--- src/rtl/hazard_ctrl_mc.sv ---
// Hazard unit for the 5-stage pipeline: EX/D forwarding, load-use/branch/HI-LO stalls, syscall drain FSM.
// Latency: forwards and stalls are combinational; md_busy and syscall_fire come from registered state.
// Backpressure: any hazard raises StallF/StallD/FlushE together; the FSM keeps advancing while stalled.
module hazard_ctrl_mc #(
    parameter int REG_BITS      = 5,
    parameter int MD_LATENCY    = 32,
    parameter int SYSCALL_DRAIN = 3
) (
    input  logic                clock,
    input  logic                reset,
    input  logic [REG_BITS-1:0] RsD,
    input  logic [REG_BITS-1:0] RtD,
    input  logic                UsesRsD,
    input  logic                UsesRtD,
    input  logic                BranchD,
    input  logic                ReadsHiLoD,
    input  logic                syscallD,
    input  logic [REG_BITS-1:0] RsE,
    input  logic [REG_BITS-1:0] RtE,
    input  logic [REG_BITS-1:0] WriteRegE,
    input  logic                RegWriteE,
    input  logic                MemtoRegE,
    input  logic                MdStartE,
    input  logic [REG_BITS-1:0] WriteRegM,
    input  logic                RegWriteM,
    input  logic                MemtoRegM,
    input  logic [REG_BITS-1:0] WriteRegW,
    input  logic                RegWriteW,
    output logic                StallF,
    output logic                StallD,
    output logic                FlushE,
    output logic [1:0]          ForwardAE,
    output logic [1:0]          ForwardBE,
    output logic                ForwardAD,
    output logic                ForwardBD,
    output logic                md_busy,
    output logic                syscall_fire
);

    localparam int MD_W = $clog2(MD_LATENCY + 1);
    localparam int DR_W = $clog2(SYSCALL_DRAIN + 1);

    localparam logic [1:0] IDLE  = 2'd0;
    localparam logic [1:0] DRAIN = 2'd1;
    localparam logic [1:0] FIRE  = 2'd2;

    logic [1:0]      state;
    logic [DR_W-1:0] drainCnt;
    logic [MD_W-1:0] mdCnt;
    logic            lwStall;
    logic            brStall;
    logic            hlStall;
    logic            sysStall;

    // $zero is hard-wired, so it can never be a real producer.
    function automatic logic regMatch(input logic [REG_BITS-1:0] a, input logic [REG_BITS-1:0] b);
        return (a != '0) && (a == b);
    endfunction

    assign ForwardAE = (RegWriteM && regMatch(WriteRegM, RsE)) ? 2'b10 :
                       (RegWriteW && regMatch(WriteRegW, RsE)) ? 2'b01 : 2'b00;
    assign ForwardBE = (RegWriteM && regMatch(WriteRegM, RtE)) ? 2'b10 :
                       (RegWriteW && regMatch(WriteRegW, RtE)) ? 2'b01 : 2'b00;
    assign ForwardAD = RegWriteM && regMatch(WriteRegM, RsD);
    assign ForwardBD = RegWriteM && regMatch(WriteRegM, RtD);

    assign lwStall = MemtoRegE && RegWriteE &&
                     ((UsesRsD && regMatch(WriteRegE, RsD)) || (UsesRtD && regMatch(WriteRegE, RtD)));
    assign brStall = BranchD &&
                     ((RegWriteE && (regMatch(WriteRegE, RsD) || regMatch(WriteRegE, RtD))) ||
                      (MemtoRegM && (regMatch(WriteRegM, RsD) || regMatch(WriteRegM, RtD))));
    assign hlStall  = ReadsHiLoD && md_busy;
    assign sysStall = (state != IDLE) || syscallD;

    assign StallF = lwStall || brStall || hlStall || sysStall;
    assign StallD = StallF;
    assign FlushE = StallF;

    assign md_busy      = (mdCnt != '0);
    assign syscall_fire = (state == FIRE);

    // A new mul/div reissue simply restarts the window; HI/LO only holds the newest result.
    always_ff @(posedge clock) begin
        if (reset) begin
            mdCnt <= '0;
        end else if (MdStartE) begin
            mdCnt <= MD_W'(MD_LATENCY);
        end else if (mdCnt != '0) begin
            mdCnt <= mdCnt - MD_W'(1);
        end
    end

    always_ff @(posedge clock) begin
        if (reset) begin
            state    <= IDLE;
            drainCnt <= '0;
        end else begin
            case (state)
                IDLE: begin
                    if (syscallD) begin
                        state    <= DRAIN;
                        drainCnt <= DR_W'(SYSCALL_DRAIN);
                    end
                end
                DRAIN: begin
                    // Drain done: fire only once HI/LO is settled, otherwise park at zero.
                    if (drainCnt <= DR_W'(1)) begin
                        drainCnt <= '0;
                        if (!md_busy) begin
                            state <= FIRE;
                        end
                    end else begin
                        drainCnt <= drainCnt - DR_W'(1);
                    end
                end
                FIRE: begin
                    state <= IDLE;
                end
                default: begin
                    state <= IDLE;
                end
            endcase
        end
    end

endmodule

--- config.mk ---
export PLATFORM = sky130hd
export DESIGN_NAME = hazard_ctrl_mc
export DESIGN_NICKNAME = d
export VERILOG_FILES = /design/src/rtl/hazard_ctrl_mc.sv
export SDC_FILE = /design/constraint.sdc
export NUM_CORES = 1
export LEC_CHECK = 0
export CORE_MARGIN = 2
export CORE_UTILIZATION = 39
export CTS_CLUSTER_DIAMETER = 30
export CTS_CLUSTER_SIZE = 40
export DETAILED_ROUTE_END_ITERATION = 10
export GPL_TIMING_DRIVEN = 0
export PLACE_DENSITY = 0.76
export SETUP_SLACK_MARGIN = 0.4
export SLEW_MARGIN = 20
export SYNTH_ARGS = -nofsm -noshare
export SYNTH_HDL_FRONTEND = slang
export SYNTH_SLANG_ARGS = --single-unit
--- constraint.sdc ---
create_clock -name clock -period 3.9 [get_ports clock]
set_input_delay 1.17 -clock clock [delete_from_list [all_inputs] [get_ports clock]]
set_output_delay 1.17 -clock clock [all_outputs]
set_load 0.02 [all_outputs]
Yosys cells after proc, flatten, opt, wreduce, memory -nomap -nowiden
Cells that the tools add are included.
{"block": "word_totals", "input_bits": 48, "register_bits": 10, "output_inout_bits": 11}
{"block": "op_classes", "n_mux": 13, "order_cmp": 1, "n_eq_ne": 13, "add_sub_neg": 2, "n_reduce_logical": 41}
{"op": "5-bit == test", "n": 8}
{"op": "1-bit logical AND", "n": 22}
{"op": "5-bit nonzero test", "n": 3}
{"op": "2-bit two-way mux", "n": 7}
{"op": "6-bit two-way mux", "n": 2}
{"op": "1-bit logical OR", "n": 8}
{"op": "2-bit case mux with 2 select lines", "n": 2}
{"op": "2-bit inequality test (second input constant)", "n": 3}
{"op": "2-bit nonzero test", "n": 3}
{"op": "6-bit nonzero test", "n": 1}
{"op": "6-bit by 1-bit subtractor with 6-bit output (second input constant)", "n": 1}
{"op": "3-bit AND reduction", "n": 1}
{"op": "2-bit by 1-bit == test with 1-bit output (second input constant)", "n": 1}
{"op": "2-bit == test (second input constant)", "n": 1}
{"op": "2-bit by 1-bit <= comparator with 1-bit output (second input constant)", "n": 1}
{"op": "2-bit zero test", "n": 1}
{"op": "1-bit two-way mux", "n": 2}
{"op": "2-bit AND reduction", "n": 1}
{"op": "2-bit OR reduction", "n": 1}
{"op": "2-bit by 1-bit subtractor with 2-bit output (second input constant)", "n": 1}

Depth between registers and ports, before layout
{"block": "depth", "depth_word": 9, "mapped_depth": 8}

Worst setup path after synthesis
OpenSTA, ideal clock, no wires.
{"block": "synth_path", "kind": "in2out", "from": "in WriteRegM[2]", "to": "out StallD", "arrival_ns": 2.748, "slack_ns": -0.018, "cell_stages": 7, "path_cell_list": "buf_2 or4_4 nor2_1 nor4_1 o211ai_1 nand4_1 buf_4"}
{"block": "synth_via", "elab_chain_cells": 9, "word_cells_on_any_way": 12, "classes_between": "eq/ne: 2; reduce/logical: 10"}
{"element": "from (decl)", "line": "24", "source": "input logic [REG_BITS-1:0] WriteRegM,"}
{"element": "5-bit == test or 5-bit nonzero test (tied branches)", "line": "57", "source": "return (a != '0) && (a == b);"}
{"element": "1-bit logical AND", "line": "57"}
{"element": "1-bit logical OR (*)", "line": "71", "source": "(MemtoRegM && (regMatch(WriteRegM, RsD) || regMatch(WriteRegM, RtD))));"}
{"element": "1-bit logical AND (*)", "line": "71"}
{"element": "1-bit logical OR (*)", "line": "70", "source": "((RegWriteE && (regMatch(WriteRegE, RsD) || regMatch(WriteRegE, RtD))) ||"}
{"element": "1-bit logical AND (*)", "line": "69", "source": "assign brStall = BranchD &&"}
{"element": "1-bit logical OR (*) (3 in series)", "line": "75", "source": "assign StallF = lwStall || brStall || hlStall || sysStall;"}
{"element": "to (decl)", "line": "30", "source": "output logic StallD,"}
Every way passes the cells marked *; elsewhere a longest branch is shown, timed or not.

Worst setup path after layout
{"block": "layout_path", "from": "in WriteRegM[2]", "to": "out ForwardAE[0]"}
{"block": "layout_via", "elab_chain_cells": 4, "word_cells_on_any_way": 5, "classes_between": "eq/ne: 1; mux: 1; reduce/logical: 3"}
{"element": "5-bit == test or 5-bit nonzero test (tied branches)", "line": "57"}
{"element": "1-bit logical AND (*)", "line": "57"}
{"element": "1-bit logical AND (*)", "line": "60", "source": "assign ForwardAE = (RegWriteM && regMatch(WriteRegM, RsE)) ? 2'b10 :"}
{"element": "2-bit two-way mux (*)", "line": "60"}
{"element": "to (decl)", "line": "32", "source": "output logic [1:0] ForwardAE,"}
Marks and branches as above.

==> impl_metrics.env <==
export IMPL_outcome="completed"
export IMPL_slew_headroom_pct=72.7
export IMPL_synthArstFlopShare_pct=0
export IMPL_r2r_setup_slack_ps=2290
export IMPL_place_inst=219
export IMPL_ys_warn_count=0
export IMPL_die_area_um2=3230
export IMPL_grt_usage_pct=19.6
export IMPL_drt_iter0_drc=25
export IMPL_drcViolationCount=0
export IMPL_layout_nets=244
export IMPL_period_share_pct=98.9
export IMPL_clock_fmax_mhz=259
export IMPL_fin_crit_ps=3860
export IMPL_wire_per_inst_um=13.6
export IMPL_power_density_nw_per_um2=264
export IMPL_grt_pass1_vias=1261
export IMPL_whs_ps=513
export IMPL_grt_max_degree=10
export IMPL_clock_latency_ps=260
export IMPL_antenna_found_initial=0
export IMPL_ios=59
export IMPL_hold_path_cell_count=2
export IMPL_hold_end="drainCnt[1]$_SDFFE_PP0P_"
export IMPL_skew_ps=2.03
export IMPL_r2r_cells=6
export IMPL_pwr_share_seq_pct=28.1
export IMPL_synth_edf_count=0
export IMPL_hold_viol_final=0
export IMPL_p_leak_nw=0.757
export IMPL_cts_buffers=3
export IMPL_synthDistinctLibCells=36
export IMPL_clock_root_buffer="clkbuf_4"
export IMPL_clockBufferDepth=2
export IMPL_crit_fanout=2
export IMPL_ys_seq_area_share_pct=18.4
export IMPL_pwr_share_comb_pct=52.5
export IMPL_power_switching_uw=174
export IMPL_place_congestion=0.809
export IMPL_cts_sinks=10
export IMPL_hp_start="drainCnt[1]$_SDFFE_PP0P_"
export IMPL_final_cell_area_um2=1770
export IMPL_drive_above_1_share_pct=26.3
export IMPL_worst_hold_path_type="reg -> reg"
export IMPL_crit_arrival_ps=2690
export IMPL_synth_flop_cell="dfxtp_1"
export IMPL_clkPwrFrac_pct=19.4
export IMPL_syn_cell_area_um2=1090
export IMPL_worstSetupPathType="in -> out"
export IMPL_first_pass_iters=4
export IMPL_pre_cts_ws_ps=-773
export IMPL_die_w_um=56.8
export IMPL_syn2layout_area_growth_pct=62.9
export IMPL_core_um2=2710
export IMPL_via_per_inst=5.33
export IMPL_internal_power_uw=295
export IMPL_r2r_end="mdCnt[1]$_SDFFE_PP0N_"
export IMPL_dp_hpwl_um=2530
export IMPL_slew_violations=0
export IMPL_stdcell_count=225
export IMPL_cts_max_level=1
export IMPL_avgSynthCellArea_um2=8.00
export IMPL_dr_total_vias=1200
export IMPL_placed_cell_area_um2=1680
export IMPL_grt_overflow_total=0
export IMPL_rsz0062_at_grt="yes"
export IMPL_die_height_um=56.8
export IMPL_io_buffers=52
export IMPL_r2r_start="mdCnt[0]$_SDFFE_PP0N_"
export IMPL_p_sw_share_pct=37.1
export IMPL_drv_cap=0
export IMPL_utilization_pct=65.4
export IMPL_start_util_pct=40.2
export IMPL_crit_path_end_kind="output port"
export IMPL_wl_um=3060
export IMPL_grt_pass1_wl_um=5210
export IMPL_setup_viol=0
export IMPL_startpoint_type="input pin"
export IMPL_synth_cells=136
export IMPL_path_clk_slew_ps=60
export IMPL_rows=19
export IMPL_timing_final_ws_setup_ps=41.1
export IMPL_ir_drop_mv=0.280
export IMPL_synth_seq_cells=10
export IMPL_antenna_cells=0
export IMPL_cp_required_ps=2730
export IMPL_synth_fp_nets=185
export IMPL_worst_slew_pin_slew_ps=400
export IMPL_ant_nets=0
export IMPL_tritoncts="done"
==> logic make-up (layout without fill, tap and decap cells) <==
family	Yosys count	count (layout)	synth area share, %
and+or+nand+nor	53	53	30.5
xor gates and xnor gates	39	39	31.4
AOI/OAI and AO/OA	20	20	12.4
buffers and inverters	13	71	6.21
DFF	10	10	18.4
adders and majority gates	1	1	1.15
==> worst max-delay path by stage <==
stage	startpoint	end	slack, ps	cells past startpoint
after global routing	WriteRegM[2]	StallF	-50	8
after global placement	WriteRegE[0]	StallF	-760	8
after detailed placement	WriteRegE[0]	StallD	-770	8
after floorplan	WriteRegM[4]	ForwardAE[0]	20	5
after CTS	WriteRegM[2]	StallF	30	8
final	WriteRegM[2]	ForwardAE[0]	40	7
==> layout by cell type, fill, tap and decap left out, types with 4 or more instances in the layout <==
cell             synthesis  routed
xnor2_1                 20      19
xor2_1                  19      18
clkbuf_2                 0      11
clkdlybuf4s50_1          0      11
dfxtp_1                 10      10
dlygate4sd2_1            0      10
dlymetal6s2s_1           0       9
buf_4                    2       8
nand3_1                  7       7
nor2_1                   8       7
inv_1                    5       5
buf_6                    1       5
nor2b_1                  5       5
nand2b_1                 5       5
a21oi_1                  5       5
or4_4                    1       4
==> metal layers <==
metal | up-vias | part of all wire (%) | GRT usage [%] | wire length, um
li1 | 600 | - | - | -
met1 | 561 | 44 | 25.1 | 1350
met2 | 37 | 51 | 35.2 | 1570
met3 | 2 | 4.1 | 2.30 | 125
met4 | 0 | 0.43 | 3.65 | 13
met5 | - | 0 | 0 | 0
==> Yosys cell counts (all sizes together) (6+ instances only) <==
| cell type | instances | area [um2] |
|---|---|---|
| xnor2 | 20 | 175 |
| xor2 | 19 | 166 |
| dfxtp | 10 | 200 |
| nor2 | 8 | 30.0 |
| nor4 | 8 | 62.6 |
| nand3 | 7 | 35.0 |
| buf | 6 | 41.3 |
| or4 | 6 | 48.8 |
==> state kept, by name (all words and copies together) (netlist names) <==
| signal | count |
|---|---|
| drainCnt | 2 |
| mdCnt | 6 |
| state | 2 |
==> cell type report <==
type | instances | area [um2]
plain buffers | 8 | 70.1
inverters | 5 | 18.8
well taps | 31 | 38.8
multi-input cells | 113 | 928
flip-flops and latches | 10 | 200
repair buffers | 54 | 480
clock buffers | 4 | 36.3
fillers | 239 | 937
==> power groups by stage <==
stage / Combinational (mW) / Clock (mW) / Sequential, mW
2_1_floorplan: 0.145 / 0 / 0.131
3_3_place_gp: 0.234 / 0 / 0.133
3_5_place_dp: 0.243 / 0 / 0.134
4_1_cts: 0.241 / 0.0933 / 0.132
5_1_grt: 0.270 / 0.0974 / 0.134
6_report: 0.246 / 0.0910 / 0.132
==> worst max-delay path: stages <==
cell and delay (ps):
buf_8 100, or4_4 550, buf_4 160, o21ai_4 180
nor4_4 90, nor4_4 260, buf_4 180
==> per-stage QoR <==
stage	setup TNS (ps)	power [mW]
after floorplan	0	0.276
after global routing	-113	0.502
after global placement	-4430	0.367
after detailed placement	-4540	0.377
after CTS	0	0.466
final	0	0.468
==> what timing repair did <==
item                       4_1_cts  5_1_grt
pin swaps                       13       17
setup endpoints to repair        9        9
hold buffers                     0        0
setup buffers                    2        0
gates resized for setup         83       45
No activity file was read; power rests on OpenSTA's default activity.
